### config.mk
export PLATFORM = sky130hd
export DESIGN_NAME = dot_matrix_scanner
export DESIGN_NICKNAME = d
export VERILOG_FILES = /design/src/rtl/dot_matrix_scanner.sv
export SDC_FILE = /design/constraint.sdc
export NUM_CORES = 1
export LEC_CHECK = 0
export CELL_PAD_IN_SITES_DETAIL_PLACEMENT = 1
export CELL_PAD_IN_SITES_GLOBAL_PLACEMENT = 1
export CORE_ASPECT_RATIO = 1.25
export CORE_MARGIN = 4
export CORE_UTILIZATION = 35
export DETAILED_ROUTE_END_ITERATION = 8
export DONT_BUFFER_PORTS = 1
export PLACE_DENSITY_LB_ADDON = 0.1
export SYNTH_ARGS = -nofsm -noshare
export SYNTH_HDL_FRONTEND = slang
export SYNTH_SLANG_ARGS = --single-unit
### constraint.sdc
create_clock -name i_Clk -period 2.7 [get_ports i_Clk]
set_input_delay 0.54 -clock i_Clk [delete_from_list [all_inputs] [get_ports i_Clk]]
set_output_delay 0.54 -clock i_Clk [all_outputs]
set_load 0.05 [all_outputs]
### src/rtl/dot_matrix_scanner.sv
// dot_matrix_scanner: row-multiplexed 8x8 LED driver with per-frame map snapshot, row blanking and 4-level PWM.
// Optional DOT_MATRIX_TEST_PATTERN_EN adds i_Test_Mode to capture a fixed checkerboard instead of the map.
module dot_matrix_scanner #(
    parameter int ROW_CYCLES     = 6250,
    parameter int BLANK_CYCLES   = 250,
    parameter bit ROW_ACTIVE_LOW = 1'b1,
    parameter bit COL_ACTIVE_LOW = 1'b0
) (
    input  logic        i_Clk,
    input  logic        i_Rst,
    input  logic [63:0] i_Map_Data,
    input  logic        i_Enable,
    input  logic [1:0]  i_Brightness,
`ifdef DOT_MATRIX_TEST_PATTERN_EN
    input  logic        i_Test_Mode,
`endif
    output logic [7:0]  o_Row,
    output logic [7:0]  o_Col,
    output logic        o_Frame_Start
);
    localparam int CW = $clog2(ROW_CYCLES);
    localparam logic [7:0] ROW_OFF = ROW_ACTIVE_LOW ? 8'hFF : 8'h00;
    localparam logic [7:0] COL_OFF = COL_ACTIVE_LOW ? 8'hFF : 8'h00;

    typedef enum logic {S_BLANK, S_ON} state_t;

    state_t        state;
    logic [CW-1:0] cnt;
    logic [2:0]    row;
    logic [63:0]   snap;
    logic [63:0]   cap_data;
    logic [1:0]    pwm_phase;
    logic          cap;
    logic          last;

`ifdef DOT_MATRIX_TEST_PATTERN_EN
    assign cap_data = i_Test_Mode ? 64'hAA55_AA55_AA55_AA55 : i_Map_Data;
`else
    assign cap_data = i_Map_Data;
`endif
    assign pwm_phase = 2'(cnt - CW'(BLANK_CYCLES));
    assign cap       = (cnt == '0) && (row == 3'd0);
    assign last      = cnt == CW'(ROW_CYCLES - 1);

    // Outputs are registered from the current slot position, so each pin lags the counter by one clock.
    always_ff @(posedge i_Clk or negedge i_Rst) begin
        if (!i_Rst) begin
            state         <= S_BLANK;
            cnt           <= '0;
            row           <= 3'd0;
            snap          <= '0;
            o_Row         <= ROW_OFF;
            o_Col         <= COL_OFF;
            o_Frame_Start <= 1'b0;
        end else if (!i_Enable) begin
            state         <= S_BLANK;
            cnt           <= '0;
            row           <= 3'd0;
            o_Row         <= ROW_OFF;
            o_Col         <= COL_OFF;
            o_Frame_Start <= 1'b0;
        end else begin
            o_Frame_Start <= cap;
            if (cap)
                snap <= cap_data;
            cnt   <= last ? '0 : cnt + 1'b1;
            row   <= last ? row + 3'd1 : row;
            state <= last ? S_BLANK : (cnt == CW'(BLANK_CYCLES - 1)) ? S_ON : state;
            o_Row <= (state == S_ON) ? ((8'd1 << row) ^ ROW_OFF) : ROW_OFF;
            o_Col <= (state == S_ON && pwm_phase <= i_Brightness) ? (snap[{row, 3'b000} +: 8] ^ COL_OFF) : COL_OFF;
        end
    end
endmodule

==> run summary <==
The flow ran to the end, and the final reports show no timing, DRC or antenna violations. The synthesized-area fraction occupied by and/or/nand/nor cells came out at 8.84%. After synthesis, the largest family of logic cells by area is multiplexers. The worst path needs 2340 ps of the cycle, external delays included. Setup repair after global routing left no endpoint under its margin. The critical path's largest stage delay came out at 430 ps. The core outline area is 12200 um^2.

Synthesis handed over a netlist of 313 instances. The number of iterations in the first detailed-routing pass is 3. The net switching fraction of the power came out at 23.8%.

The number of buffer cells added on primary ports is 0. Dividing the final minimum period by the clock period gives 86.8%. The number of global-route vias before repair is 2754. The worst hold slack after final layout is 30.9 ps. The congestion estimate from routability-driven global placement came to 0.726. In the final layout, the share of cells above drive strength 1 is 33.8%. The die covers 14400 um^2. The critical setup path kind is reg2reg. The post-synthesis instance area came out at 4370 um^2.

The fraction of synthesized cell area in xor and xnor cells came out at 2.40%. The wire length of the first global-routing pass is 15400 um. The tree is rooted in a sky130_fd_sc_hd__clkbuf_16. The global-route met2 utilization is 23.3%. For the final routed database, the setup TNS stands at 0 ps.

The number of synthesized register bits is 98. The net switching power came out at 0.000892 W. The number of antenna violations at the first check in global routing came out at 1. The cell area power density is 771 nW/um^2. The floorplan row count came out at 45.

The source-to-sink clock delay at the later pin of the worst-skew pair came out at 350 ps. The max capacitance violation total is 0. The share of total power in the clock network came out at 37.2%. The half-perimeter wire length after placement came out at 6510 um. The smallest setup slack after layout came out at 357 ps. The global route total overflow is 0. The adder and majority cell fraction of the synthesized area is 3.15%. The most frequently used cell type in the post-synthesis netlist is sky130_fd_sc_hd__dfrtp_1. The count of warnings emitted by yosys came out at 0.

The number of vias per cell after detailed routing is 5.00. The number of gates resized after CTS was 0. The register area share after synthesis is 56.3%. The worst hold path class is in2async. The number of buffers added by the clock tree synthesis step is 9. The mean cell area of the mapped netlist came out at 14.0 um^2.

The number of flops mapped to enable cells by yosys is 0. The repair_antennas step left the layout with diodes totalling 0. The worst-case headroom to the max-slew limit came out at 60.9%. The met3 usage in global routing is 5.22%. The sequential cell fraction of total power is 49.6%. The global-route usage over all layers is 14.2%. After detailed routing, the average wire length per cell comes to 19.7 um. The final clock skew is 6.43 ps.

The number of nets in the layout is 395. In the synthesized netlist the dominant register cell turns out to be sky130_fd_sc_hd__dfrtp_1. The area overhead of the layout relative to synthesis is 11.4%. The TritonCTS sink count came out at 98. The number of cells on the worst reg-to-reg path is 5. Entering global routing, the biggest net connects 91 pins. The deepest level of the CTS H-tree is 3.

The post-CTS clock slew at the launch and capture registers of the worst setup and hold paths came out at 70 ps. The final standard cell utilization of the core came out at 39.9%. TritonCTS built the clock tree. The number of different library cells used by synthesis comes to 32.

STA puts the critical path data required time at 2930 ps. The reported leakage power is 2.01 nW. The met1 track demand over resource is 17.5%.

The busiest layer in global routing is met2. The area fraction of the dominant cell type after synthesis came out at 51.5%. The initial standard-cell utilization of the core is 35.8%. The nature of the critical path endpoint is a register.

The post-detailed-route DRC marker count is 0. The synthesized netlist net count came out at 393. The number of endpoints failing setup at the final stage came out at 0. By count the netlist is led by sky130_fd_sc_hd__dfrtp_1 (90), sky130_fd_sc_hd__mux2_2 (60), sky130_fd_sc_hd__nand2_1 (28), sky130_fd_sc_hd__mux4_2 (16), sky130_fd_sc_hd__nor2_1 (16).

The internal cell power came out at 0.00286 W. Ranked by total cell area, the synthesized netlist is headed by sky130_fd_sc_hd__dfrtp_1 (52%), sky130_fd_sc_hd__mux2_2 (15%), sky130_fd_sc_hd__mux4_2 (8.2%). In this run the register-to-register setup slack is 360 ps. Of the post-synthesis cell area, the part taken by muxes is 25.2%. Counting along the longest clock path gives a buffer depth of 2.

The overall die width came out at 108 um. The synthesized netlist devotes 1.14% of its cell area to compound gates. The final-report max-slew violation count is 0.

The detailed-route via count came out at 2419. The number of top-level pins is 86. The highest clock rate is 0.427 GHz. The critical path goes through or3_1 -> or3_4 -> nor3_4 -> buf_12 -> mux2_2. The slowest stage of the critical path belongs to the cell sky130_fd_sc_hd__or3_1.

For this block, the initial DRC count from the detailed router was 58. The worst supply voltage drop on vdd is 312 uV. The placement-stage worst setup slack came out at 368 ps. The worst endpoint data arrival time is 2570 ps. The routed design has 9520 um of wire. The count of endpoints failing hold in the final timing report came to 0. The buffers inserted during post-CTS setup optimization is 0. Summed over all instances, the cell type with the most area after synthesis is sky130_fd_sc_hd__dfrtp_1.

Of all flip-flops after synthesis, the portion carrying an async set or reset was 100%. The die height came out at 133 um. STA classifies the critical path startpoint as a register. The number of routed nets with antenna violations came out at 0. The combinational power share is 13.3%. The worst-margin pin slew is 587 ps.

The peak fanout along the critical path is 64.
[sequential cells by signal, summed over array words and instances (netlist names)]
signal / count
o_Col: 8
row: 3
cnt: 13
state: 1
snap: 64
o_Frame_Start: 1
o_Row: 8
[path summary, 6_finish.rpt]
path                                 startpoint              endpoint
setup / recovery               cnt[9]$_DFF_PN0_  snap[20]$_DFFE_PN0P_
hold / removal                            i_Rst    o_Row[1]$_DFF_PN1_
setup reg to reg               cnt[9]$_DFF_PN0_  snap[20]$_DFFE_PN0P_
hold reg to reg            snap[50]$_DFFE_PN0P_  snap[50]$_DFFE_PN0P_
max in group asynchronous                 i_Rst   snap[7]$_DFFE_PN0P_
min in group i_Clk                     i_Enable    o_Row[3]$_DFF_PN1_
[layout make-up]
class	count	area (um^2)
clock inverter	6	90.1
clock buffer	10	229
sequential	98	2460
tap	164	205
timing repair buffer	6	77.6
inverter	7	26.3
multi-input combinational	193	1780
fill	1280	7350
[metrics by stage]
| step | instance area (um^2) | instances | power, W |
|---|---|---|---|
| floorplan | 4370 | 313 | 0.00227 |
| global placement | 4520 | 467 | 0.00234 |
| detailed placement | 4520 | 467 | 0.00238 |
| CTS | 4870 | 484 | 0.00381 |
| global route | 4870 | 484 | 0.00395 |
| finish | 4870 | 484 | 0.00375 |
[power groups by stage]
stage | combinational [W] | sequential (W) | clock [W]
after global routing | 0.000557 | 0.00189 | 0.00150
after CTS | 0.000517 | 0.00187 | 0.00142
after detailed placement | 0.000483 | 0.00190 | 0
final | 0.000498 | 0.00186 | 0.00140
after floorplan | 0.000427 | 0.00184 | 0
after global placement | 0.000465 | 0.00188 | 0
[per-layer routing]
layer | vias to the layer above | wire, um
li1 | 1103 | -
met1 | 1248 | 3990
met2 | 56 | 4880
met3 | 10 | 515
met4 | 2 | 124
met5 | - | 13
[layout by cell type (no fill, tap or decap)]
master / synthesis / routed
sky130_fd_sc_hd__dfrtp_1: 90 / 90
sky130_fd_sc_hd__mux2_2: 60 / 60
sky130_fd_sc_hd__nand2_1: 28 / 28
sky130_fd_sc_hd__mux4_2: 16 / 16
sky130_fd_sc_hd__nor2_1: 16 / 16
sky130_fd_sc_hd__ha_1: 11 / 11
sky130_fd_sc_hd__a21oi_1: 9 / 9
sky130_fd_sc_hd__clkbuf_16: 0 / 9
sky130_fd_sc_hd__dfstp_2: 8 / 8
sky130_fd_sc_hd__inv_1: 7 / 7
sky130_fd_sc_hd__nand3_1: 7 / 7
sky130_fd_sc_hd__xnor2_1: 6 / 6
sky130_fd_sc_hd__xor2_1: 6 / 6
sky130_fd_sc_hd__and3_1: 4 / 4
sky130_fd_sc_hd__nand4_1: 4 / 4
sky130_fd_sc_hd__nor3_1: 4 / 4
sky130_fd_sc_hd__mux2_1: 4 / 4
sky130_fd_sc_hd__buf_4: 0 / 4
sky130_fd_sc_hd__nor4_1: 3 / 3
sky130_fd_sc_hd__nor2b_1: 2 / 2
sky130_fd_sc_hd__mux2i_1: 2 / 2
sky130_fd_sc_hd__and2_1: 2 / 2
sky130_fd_sc_hd__bufinv_16: 0 / 2
sky130_fd_sc_hd__o21ai_0: 1 / 1
sky130_fd_sc_hd__or3_1: 1 / 1
sky130_fd_sc_hd__or2_2: 1 / 1
sky130_fd_sc_hd__nand3b_1: 1 / 1
sky130_fd_sc_hd__nand2b_1: 1 / 1
sky130_fd_sc_hd__and4_1: 1 / 1
sky130_fd_sc_hd__or3_4: 1 / 1
sky130_fd_sc_hd__nor3_4: 1 / 1
sky130_fd_sc_hd__nor4bb_1: 1 / 1
sky130_fd_sc_hd__clkbuf_1: 7 / 1
sky130_fd_sc_hd__clkinv_2: 0 / 1
sky130_fd_sc_hd__inv_6: 0 / 1
sky130_fd_sc_hd__clkinvlp_4: 0 / 1
sky130_fd_sc_hd__clkinv_4: 0 / 1
sky130_fd_sc_hd__buf_16: 0 / 1
sky130_fd_sc_hd__buf_12: 0 / 1
[critical path: cells and delay by family (launching register included)]
| kind | cells | cell delay (ps) |
|---|---|---|
| buffers and inverters | 1 | 320 |
| muxes | 1 | 390 |
| and+or+nand+nor | 3 | 1040 |
| DFF | 1 | 420 |
[timing repair]
| item | in CTS | in global routing |
|---|---|---|
| endpoints found under the hold margin | 90 | 0 |
| endpoints found under the setup margin | 0 | 0 |
| hold buffers | 1 | 0 |
[cell families (layout without fill, tap and decap cells)]
family | Yosys count | count (layout)
flops | 98 | 98
fa+ha+maj | 11 | 11
compound gates | 10 | 10
simple gates | 78 | 78
xor+xnor | 12 | 12
mux | 82 | 82
buf+inv | 22 | 29
Note: power is estimated with default switching activity, not from simulation.
